[src/rtl/argmax_classifier.sv]
// Argmax output stage: collects one frame of unsigned neuron results over a
// valid/ready stream and presents the winning class, its score and a frame
// length error flag on a held output handshake.
module argmax_classifier #(
  parameter int unsigned DATA_W      = 64,
  parameter int unsigned NUM_CLASSES = 10,
  parameter int unsigned IDX_W       = $clog2(NUM_CLASSES)
) (
  input  logic              clk_i,
  input  logic              rst_i,
  input  logic              in_valid_i,
  output logic              in_ready_o,
  input  logic [DATA_W-1:0] in_data_i,
  input  logic              in_last_i,
  output logic              out_valid_o,
  input  logic              out_ready_i,
  output logic [IDX_W-1:0]  out_class_o,
  output logic [DATA_W-1:0] out_score_o,
  output logic              out_err_o
);

  localparam logic [IDX_W-1:0] LastBeat = IDX_W'(NUM_CLASSES - 1);

  typedef enum logic [0:0] {StCollect, StOutput} state_e;

  state_e              state_q, state_d;
  logic [IDX_W-1:0]    count_q, count_d;
  logic [DATA_W-1:0]   best_q, best_d;
  logic [IDX_W-1:0]    idx_q, idx_d;
  logic                out_valid_q, out_valid_d;
  logic [IDX_W-1:0]    out_class_q, out_class_d;
  logic [DATA_W-1:0]   out_score_q, out_score_d;
  logic                out_err_q, out_err_d;

  logic                accept;
  logic                take;
  logic                final_slot;
  logic [DATA_W-1:0]   new_best;
  logic [IDX_W-1:0]    new_idx;

  assign in_ready_o = (state_q == StCollect) & ~rst_i;
  assign accept     = in_valid_i & in_ready_o;
  // First beat loads unconditionally; later beats replace only on strictly greater.
  assign take       = (count_q == '0) | (in_data_i > best_q);
  assign final_slot = (count_q == LastBeat);
  assign new_best   = take ? in_data_i : best_q;
  assign new_idx    = take ? count_q : idx_q;

  // Next-state: running compare while collecting, hold result until consumed.
  always_comb begin
    state_d     = state_q;
    count_d     = count_q;
    best_d      = best_q;
    idx_d       = idx_q;
    out_valid_d = out_valid_q;
    out_class_d = out_class_q;
    out_score_d = out_score_q;
    out_err_d   = out_err_q;
    unique case (state_q)
      StCollect: begin
        if (accept) begin
          best_d = new_best;
          idx_d  = new_idx;
          if (final_slot || in_last_i) begin
            state_d     = StOutput;
            out_valid_d = 1'b1;
            out_class_d = new_idx;
            out_score_d = new_best;
            // Short frame or missing in_last both flag an error.
            out_err_d   = in_last_i ^ final_slot;
          end else begin
            count_d = count_q + IDX_W'(1);
          end
        end
      end
      StOutput: begin
        if (out_ready_i) begin
          out_valid_d = 1'b0;
          count_d     = '0;
          state_d     = StCollect;
        end
      end
      default: state_d = StCollect;
    endcase
  end

  // State register with asynchronous reset discarding any partial frame.
  always_ff @(posedge clk_i or posedge rst_i) begin
    if (rst_i) begin
      state_q     <= StCollect;
      count_q     <= '0;
      best_q      <= '0;
      idx_q       <= '0;
      out_valid_q <= 1'b0;
      out_class_q <= '0;
      out_score_q <= '0;
      out_err_q   <= 1'b0;
    end else begin
      state_q     <= state_d;
      count_q     <= count_d;
      best_q      <= best_d;
      idx_q       <= idx_d;
      out_valid_q <= out_valid_d;
      out_class_q <= out_class_d;
      out_score_q <= out_score_d;
      out_err_q   <= out_err_d;
    end
  end

  assign out_valid_o = out_valid_q;
  assign out_class_o = out_class_q;
  assign out_score_o = out_score_q;
  assign out_err_o   = out_err_q;

endmodule

[config.mk]
export PLATFORM = sky130hd
export DESIGN_NAME = argmax_classifier
export DESIGN_NICKNAME = d
export VERILOG_FILES = /design/src/rtl/argmax_classifier.sv
export SDC_FILE = /design/constraint.sdc
export NUM_CORES = 1
export LEC_CHECK = 0
export BUFFER_PORTS_ARGS = -buffer_cell sky130_fd_sc_hd__buf_2
export CORE_UTILIZATION = 62
export CTS_BUF_LIST = sky130_fd_sc_hd__clkbuf_8 sky130_fd_sc_hd__clkbuf_16
export DETAILED_ROUTE_END_ITERATION = 10
export GPL_ROUTABILITY_DRIVEN = 0
export PLACE_DENSITY = 0.86
export SLEW_MARGIN = 20
export SYNTH_ARGS = -nofsm -noshare
export SYNTH_HDL_FRONTEND = slang
export SYNTH_SLANG_ARGS = --single-unit
[constraint.sdc]
create_clock -name clk_i -period 12.75 [get_ports clk_i]
set_input_delay 1.9125 -clock clk_i [delete_from_list [all_inputs] [get_ports clk_i]]
set_output_delay 1.9125 -clock clk_i [all_outputs]
set_load 0.05 [all_outputs]
==> impl_results.md, run 1 <==
- P_leak: 5.10 nW
- Predominant post-synthesis flop cell: dfrtp_1
- Syn Std Cell Area: 8850 um^2
- Hpwl dp: 14,500 um
- Number of synthesized flops with an enable pin: 0
- Max-slew violations: 0
- Worst setup path class: input pin to register
- Vias in the first global route: ~7,700
- Synth-to-layout area growth: 16.4%
- Die height: 121 um
- Per-cell routed wire length: roughly 17 um
- Initial antenna violation count: 1
- GR Layer Usage met3: between 6 and 7%
- Full die area: 14,800 um^2
- Vias: 7,889
- Total gr overflow: 0
- Synth warn: 0
- M1 GR Usage: a little over two fifths
- Final setup violation count: 0
- Initial Util: 63.7%
- Mapped Avg Cell Area: slightly below 9 um^2
- DRT iter0 DRCs: 687
- Clock-pin transition on the worst setup and hold timing paths: around 0.06 ns
- Number of top-level pins: 140
- Core Area: 13,900 um^2
- Post-synthesis sequential area ratio: 40.4%
- Post-synthesis register bit count: 143
- Critical Path Source Type: input pin
- H-tree lvl count: 4
- TritonCTS clock tree: yes
- First-pass GRT wire length: 37,600 um
- Post-DR vias/cell: approximately 6
- Placement Cell Area: about 9600 um^2
- WL final: 22,600 um
- Peak Freq: around 170 MHz
- Slew HR: between 40% and 50%
- Ys async rst share: 100%
- DRC errors left: 0
- Synth Net Count: ~1,200
- Final Cycle Share: 46.9%
- Layout Nets: 1,258
- Cts-stage hold buffer count: 0
- CP Data Arrival Time: around 6.3 ns
- Setup repair after global routing missed its margin: no
- Post-Syn Instances: 1,016
- CTS buffer count: 17
- Max-Cap Viols: 0
- Commonest cells after routing, fill and taps aside: nor2_1, nor3_1, dfrtp_1, buf_2, a21oi_1
- Peak VDD IR: 0.000135 V
- Share of cells above drive strength 1: roughly 22%
- Clock Path Buffers: 2
- PD cells: 253 nW/um^2
- Final Hold Viols: 0
- Status: complete, no violations
- Die width: approximately 120 um
- CP Capture Type: register
- Total negative slack: 0 ns
- DRT antenna net count: 0
- Drt pass-1 iters: 7
- Cell area after layout: 10,300 um^2
- Clock sinks: 143
- Fin crit period: 5.98 ns
- Post-place setup slack: around 6.2 ns
- Worst Clk Skew: 0.00978 ns
- Clk root buf: clkbuf_16
- Worst setup margin: roughly 6.8 ns
- Most common cell after layout, fill and taps aside: nor2_1
- Largest net degree at the start of global routing: 93
- Postcts setup bufs: 0
- Hold crit path type: register to register
- Latest clock arrival within the worst-skew pair: 0.43 ns
- Critical path fanouts, max: 39
- Layout Utilization: between 70 and 80%
- Rows: 43
- # port buffers: between 100 and 150
- Post-CTS sizing: 0
- Gr usage total: 32.6%
- Yosys cell types: 41
- Grt met2 use: 53.2%
- Slew @ Worst Pin: 0.852 ns
- Most used routing layer: met2
- Worst path required time: 13.06 ns
[final timing paths]
kind | start | to | slack, ns | cells after the start
setup / recovery | in_data_i[55] | best_q[39] | 6.77 | 11
hold / removal | out_class_o[3] | out_class_o[3] | 0.47 | 2
setup reg to reg | best_q[55] | best_q[39] | 7.93 | 11
max in group asynchronous | rst_i | out_score_o[11] | 9.86 | 3
min in group asynchronous | rst_i | out_err_o | 1.65 | 2
hold reg to reg | out_class_o[3] | out_class_o[3] | 0.47 | 2
[layout make-up]
| cell class | count | area (um^2) |
|---|---|---|
| Multi-Input combinational cell | 737 | 4730 |
| Antenna cell | 1 | 2.50 |
| Sequential cell | 143 | 3580 |
| Fill cell | 1041 | 3580 |
| Inverter | 74 | 283 |
| Tap cell | 180 | 225 |
| Clock buffer | 23 | 508 |
| Timing Repair Buffer | 148 | 767 |
| Clock inverter | 9 | 200 |
[routing by layer]
metal	vias to the layer above	share of wire (%)
li1	3725	-
met1	3758	42
met2	352	48
met3	54	7.5
met4	0	2.4
met5	-	0
[cell families after synthesis]
family,share of synthesized area [%]
xor gates and xnor gates,0.198
adders and majority gates,9.62
and+or+nand+nor,24.0
DFF,40.4
buffers and inverters,6.38
muxes,11.1
AOI/OAI and AO/OA,8.25
[cells in the mapped netlist, drive strengths merged (4+ instances only)]
library cell  instances  area share (%)
nand3                13            0.74
o211ai                4            0.34
clkbuf               43             1.8
nor2                198             8.4
nor3                197              11
buf                  19             1.4
o21ai                13            0.74
ha                   68             9.6
mux2                 67              11
a21oi                95             5.4
nand2                25             1.1
dfrtp               143              40
inv                  74             3.1
nand4                15             1.1
[where the power goes]
part / leakage [nW] / total (mW) / switching [mW] / internal [mW]
sequential: 1.74 / 0.840 / 0.185 / 0.655
combinational: 3.03 / 1.17 / 0.759 / 0.415
clock: 0.342 / 0.592 / 0.194 / 0.398
total: 5.10 / 2.61 / 1.14 / 1.47
[worst max-delay path: stages]
cell and delay [ns]:
buf_2 0.13, ha_1 0.32, nand4_1 0.18, nor4_1 0.54
nand4_1 0.20, or4_2 1.03, buf_4 0.42, and2_1 0.29
o21a_4 0.41, buf_4 0.43, mux2_4 0.39
[metrics by stage]
step | power, mW | hold WS, ns | std cells
2_1_floorplan | 1.71 | 0.466 | 1016
3_3_place_gp | 1.95 | 0.458 | 1281
3_5_place_dp | 1.99 | 0.465 | 1281
4_1_cts | 2.60 | 0.479 | 1313
5_1_grt | 2.76 | 0.521 | 1314
6_report | 2.61 | 0.472 | 1315
[sequential cells by signal (all words and copies together), names as in the netlist]
signal and flops:
state_q 1, count_q 4, out_valid_o 1, out_score_o 64, best_q 64, out_class_o 4, idx_q 4, out_err_o 1
Power figures use the tool's default switching activity.
==> run 2, diff against run 1 <==
--- a/config.mk
+++ b/config.mk
@@ -6,11 +6,11 @@
 export NUM_CORES = 1
 export LEC_CHECK = 0
 export BUFFER_PORTS_ARGS = -buffer_cell sky130_fd_sc_hd__buf_2
-export CORE_UTILIZATION = 62
+export CORE_UTILIZATION = 58
 export CTS_BUF_LIST = sky130_fd_sc_hd__clkbuf_8 sky130_fd_sc_hd__clkbuf_16
 export DETAILED_ROUTE_END_ITERATION = 10
 export GPL_ROUTABILITY_DRIVEN = 0
-export PLACE_DENSITY = 0.86
+export PLACE_DENSITY = 0.81
 export SLEW_MARGIN = 20
 export SYNTH_ARGS = -nofsm -noshare
 export SYNTH_HDL_FRONTEND = slang
==> constraint.sdc (replaced) <==
create_clock -name clk_i -period 5.65 [get_ports clk_i]
set_input_delay 0.8475 -clock clk_i [delete_from_list [all_inputs] [get_ports clk_i]]
set_output_delay 0.8475 -clock clk_i [all_outputs]
set_load 0.05 [all_outputs]
==> impl_results.md, run 2 (synthesized netlist as in run 1, its figures left out) <==
- Status: finished, violations left
- Violated checks: design-rule violations
- Drt pass-1 iters: 9
- Critical path fanouts, max: 70
- Post-DR vias/cell: 5.96
- Post-CTS sizing: 0
- Setup repair after global routing missed its margin: no
- Max-slew violations: 0
- Gr usage total: roughly 30%
- Final non-filler cell total: 1,315
- Post-place setup slack: 0.897 ns
- TritonCTS clock tree: yes
- P_leak: approximately 5.0 nW
- Most common cell after layout, fill and taps aside: nor2_1
- Per-cell routed wire length: around 17 um
- Vias: 7,838
- Total power draw: 5.56 mW
- Cts-stage hold buffer count: 0
- Rows: 44
- Full die area: 15,800 um^2
- H-tree lvl count: 4
- Initial Util: 60.2%
- First-pass GRT wire length: 37,300 um
- Peak Freq: 230 MHz
- DRT iter0 DRCs: 577
- Die width: 126 um
- CP Capture Type: register
- Placement Cell Area: 9600 um^2
- Slew HR: 41.7%
- Worst setup path class: input pin to register
- WL final: 22,500 um
- Peak VDD IR: about 0.00027 V
- Synth-to-layout area growth: 14.3%
- Worst path required time: 5.98 ns
- Final Hold Viols: 0
- Postcts setup bufs: 0
- Total negative slack: 0 ns
- Clock Path Buffers: 2
- Cell area after layout: 10,100 um^2
- Layout Nets: 1,258
- Clock-pin transition on the worst setup and hold timing paths: around 0.060 ns
- Initial antenna violation count: 2
- Hpwl dp: 14,400 um
- Final setup violation count: 0
- Fillers: 1,152
- Max-Cap Viols: 0
- Number of top-level pins: 140
- Clock sinks: 143
- Worst setup margin: 1.31 ns
- DRT antenna net count: 0
- Latest clock arrival within the worst-skew pair: 0.43 ns
- # port buffers: 139
- Vias in the first global route: between 7,000 and 8,000
- DRC errors left: 20
- CTS buffer count: 17
- Worst Clk Skew: 0.00884 ns
- Fin crit period: roughly 4.3 ns
- CP Data Arrival Time: 4.67 ns
- Largest net degree at the start of global routing: 94
- Hold_ws: 0.487 ns
- Layout Utilization: slightly below 70%
- Placed Cells: 1,286
- Final Cycle Share: 76.8%
- Slew @ Worst Pin: 0.875 ns
- Die height: 126 um
- Core Area: roughly 15,000 um^2
- Clk root buf: clkbuf_16
- PD cells: 550 nW/um^2
- Hold crit path type: register to register
- Share of cells above drive strength 1: 21.3%
- Total gr overflow: 0
- Critical Path Source Type: input pin
- Commonest cells after routing, fill and taps aside: nor2_1, nor3_1, dfrtp_1, buf_2, a21oi_1
## run 2: area by class of cell
cell class                      instances  area [um^2]  area share [%]
Inverter                               74          283            2.80
Multi-Input combinational cell        737         4730            46.8
Timing Repair Buffer                  148          776            7.67
Sequential cell                       143         3580            35.4
Clock inverter                          8         57.6           0.569
Tap cell                              184          230            2.28
Antenna cell                            2         5.00          0.0495
Clock buffer                           19          453            4.48
## run 2: final timing paths
path,start,depth (start not counted),slack (ns),endpoint
max in group asynchronous,rst_i,3,3.80,out_score_o[16]
min in group asynchronous,rst_i,2,0.59,state_q
min,out_class_o[3],2,0.49,out_class_o[3]
max,in_data_i[38],11,1.31,out_score_o[36]
max reg2reg,best_q[62],11,1.41,out_score_o[36]
min reg2reg,out_class_o[3],2,0.49,out_class_o[3]
## run 2: layer usage
layer / up-vias / wire (um) / part of all wire (%) / GRT usage [%]
met1: 3813 / 10100 / 45 / 40.0
met2: 266 / 10500 / 47 / 47.8
li1: 3714 / - / - / -
met3: 45 / 1330 / 5.9 / 6.20
met4: 0 / 492 / 2.2 / 11.9
met5: - / 0 / 0 / 0
## run 2: worst max-delay path, cell delays in order
cell and delay (ns):
buf_2 0.13, ha_1 0.33, nand4_1 0.13, nor3_1 0.50, nand4_1 0.18, or4_2 0.66
buf_4 0.41, nand3b_1 0.62, buf_4 0.50, nor2_1 0.07, nor3_1 0.27
## run 2: where the power goes
group          leakage [nW]  internal, mW  switching (mW)
Combinational          3.03         0.939            1.72
Clock                 0.274         0.604           0.413
Sequential             1.74          1.48           0.407
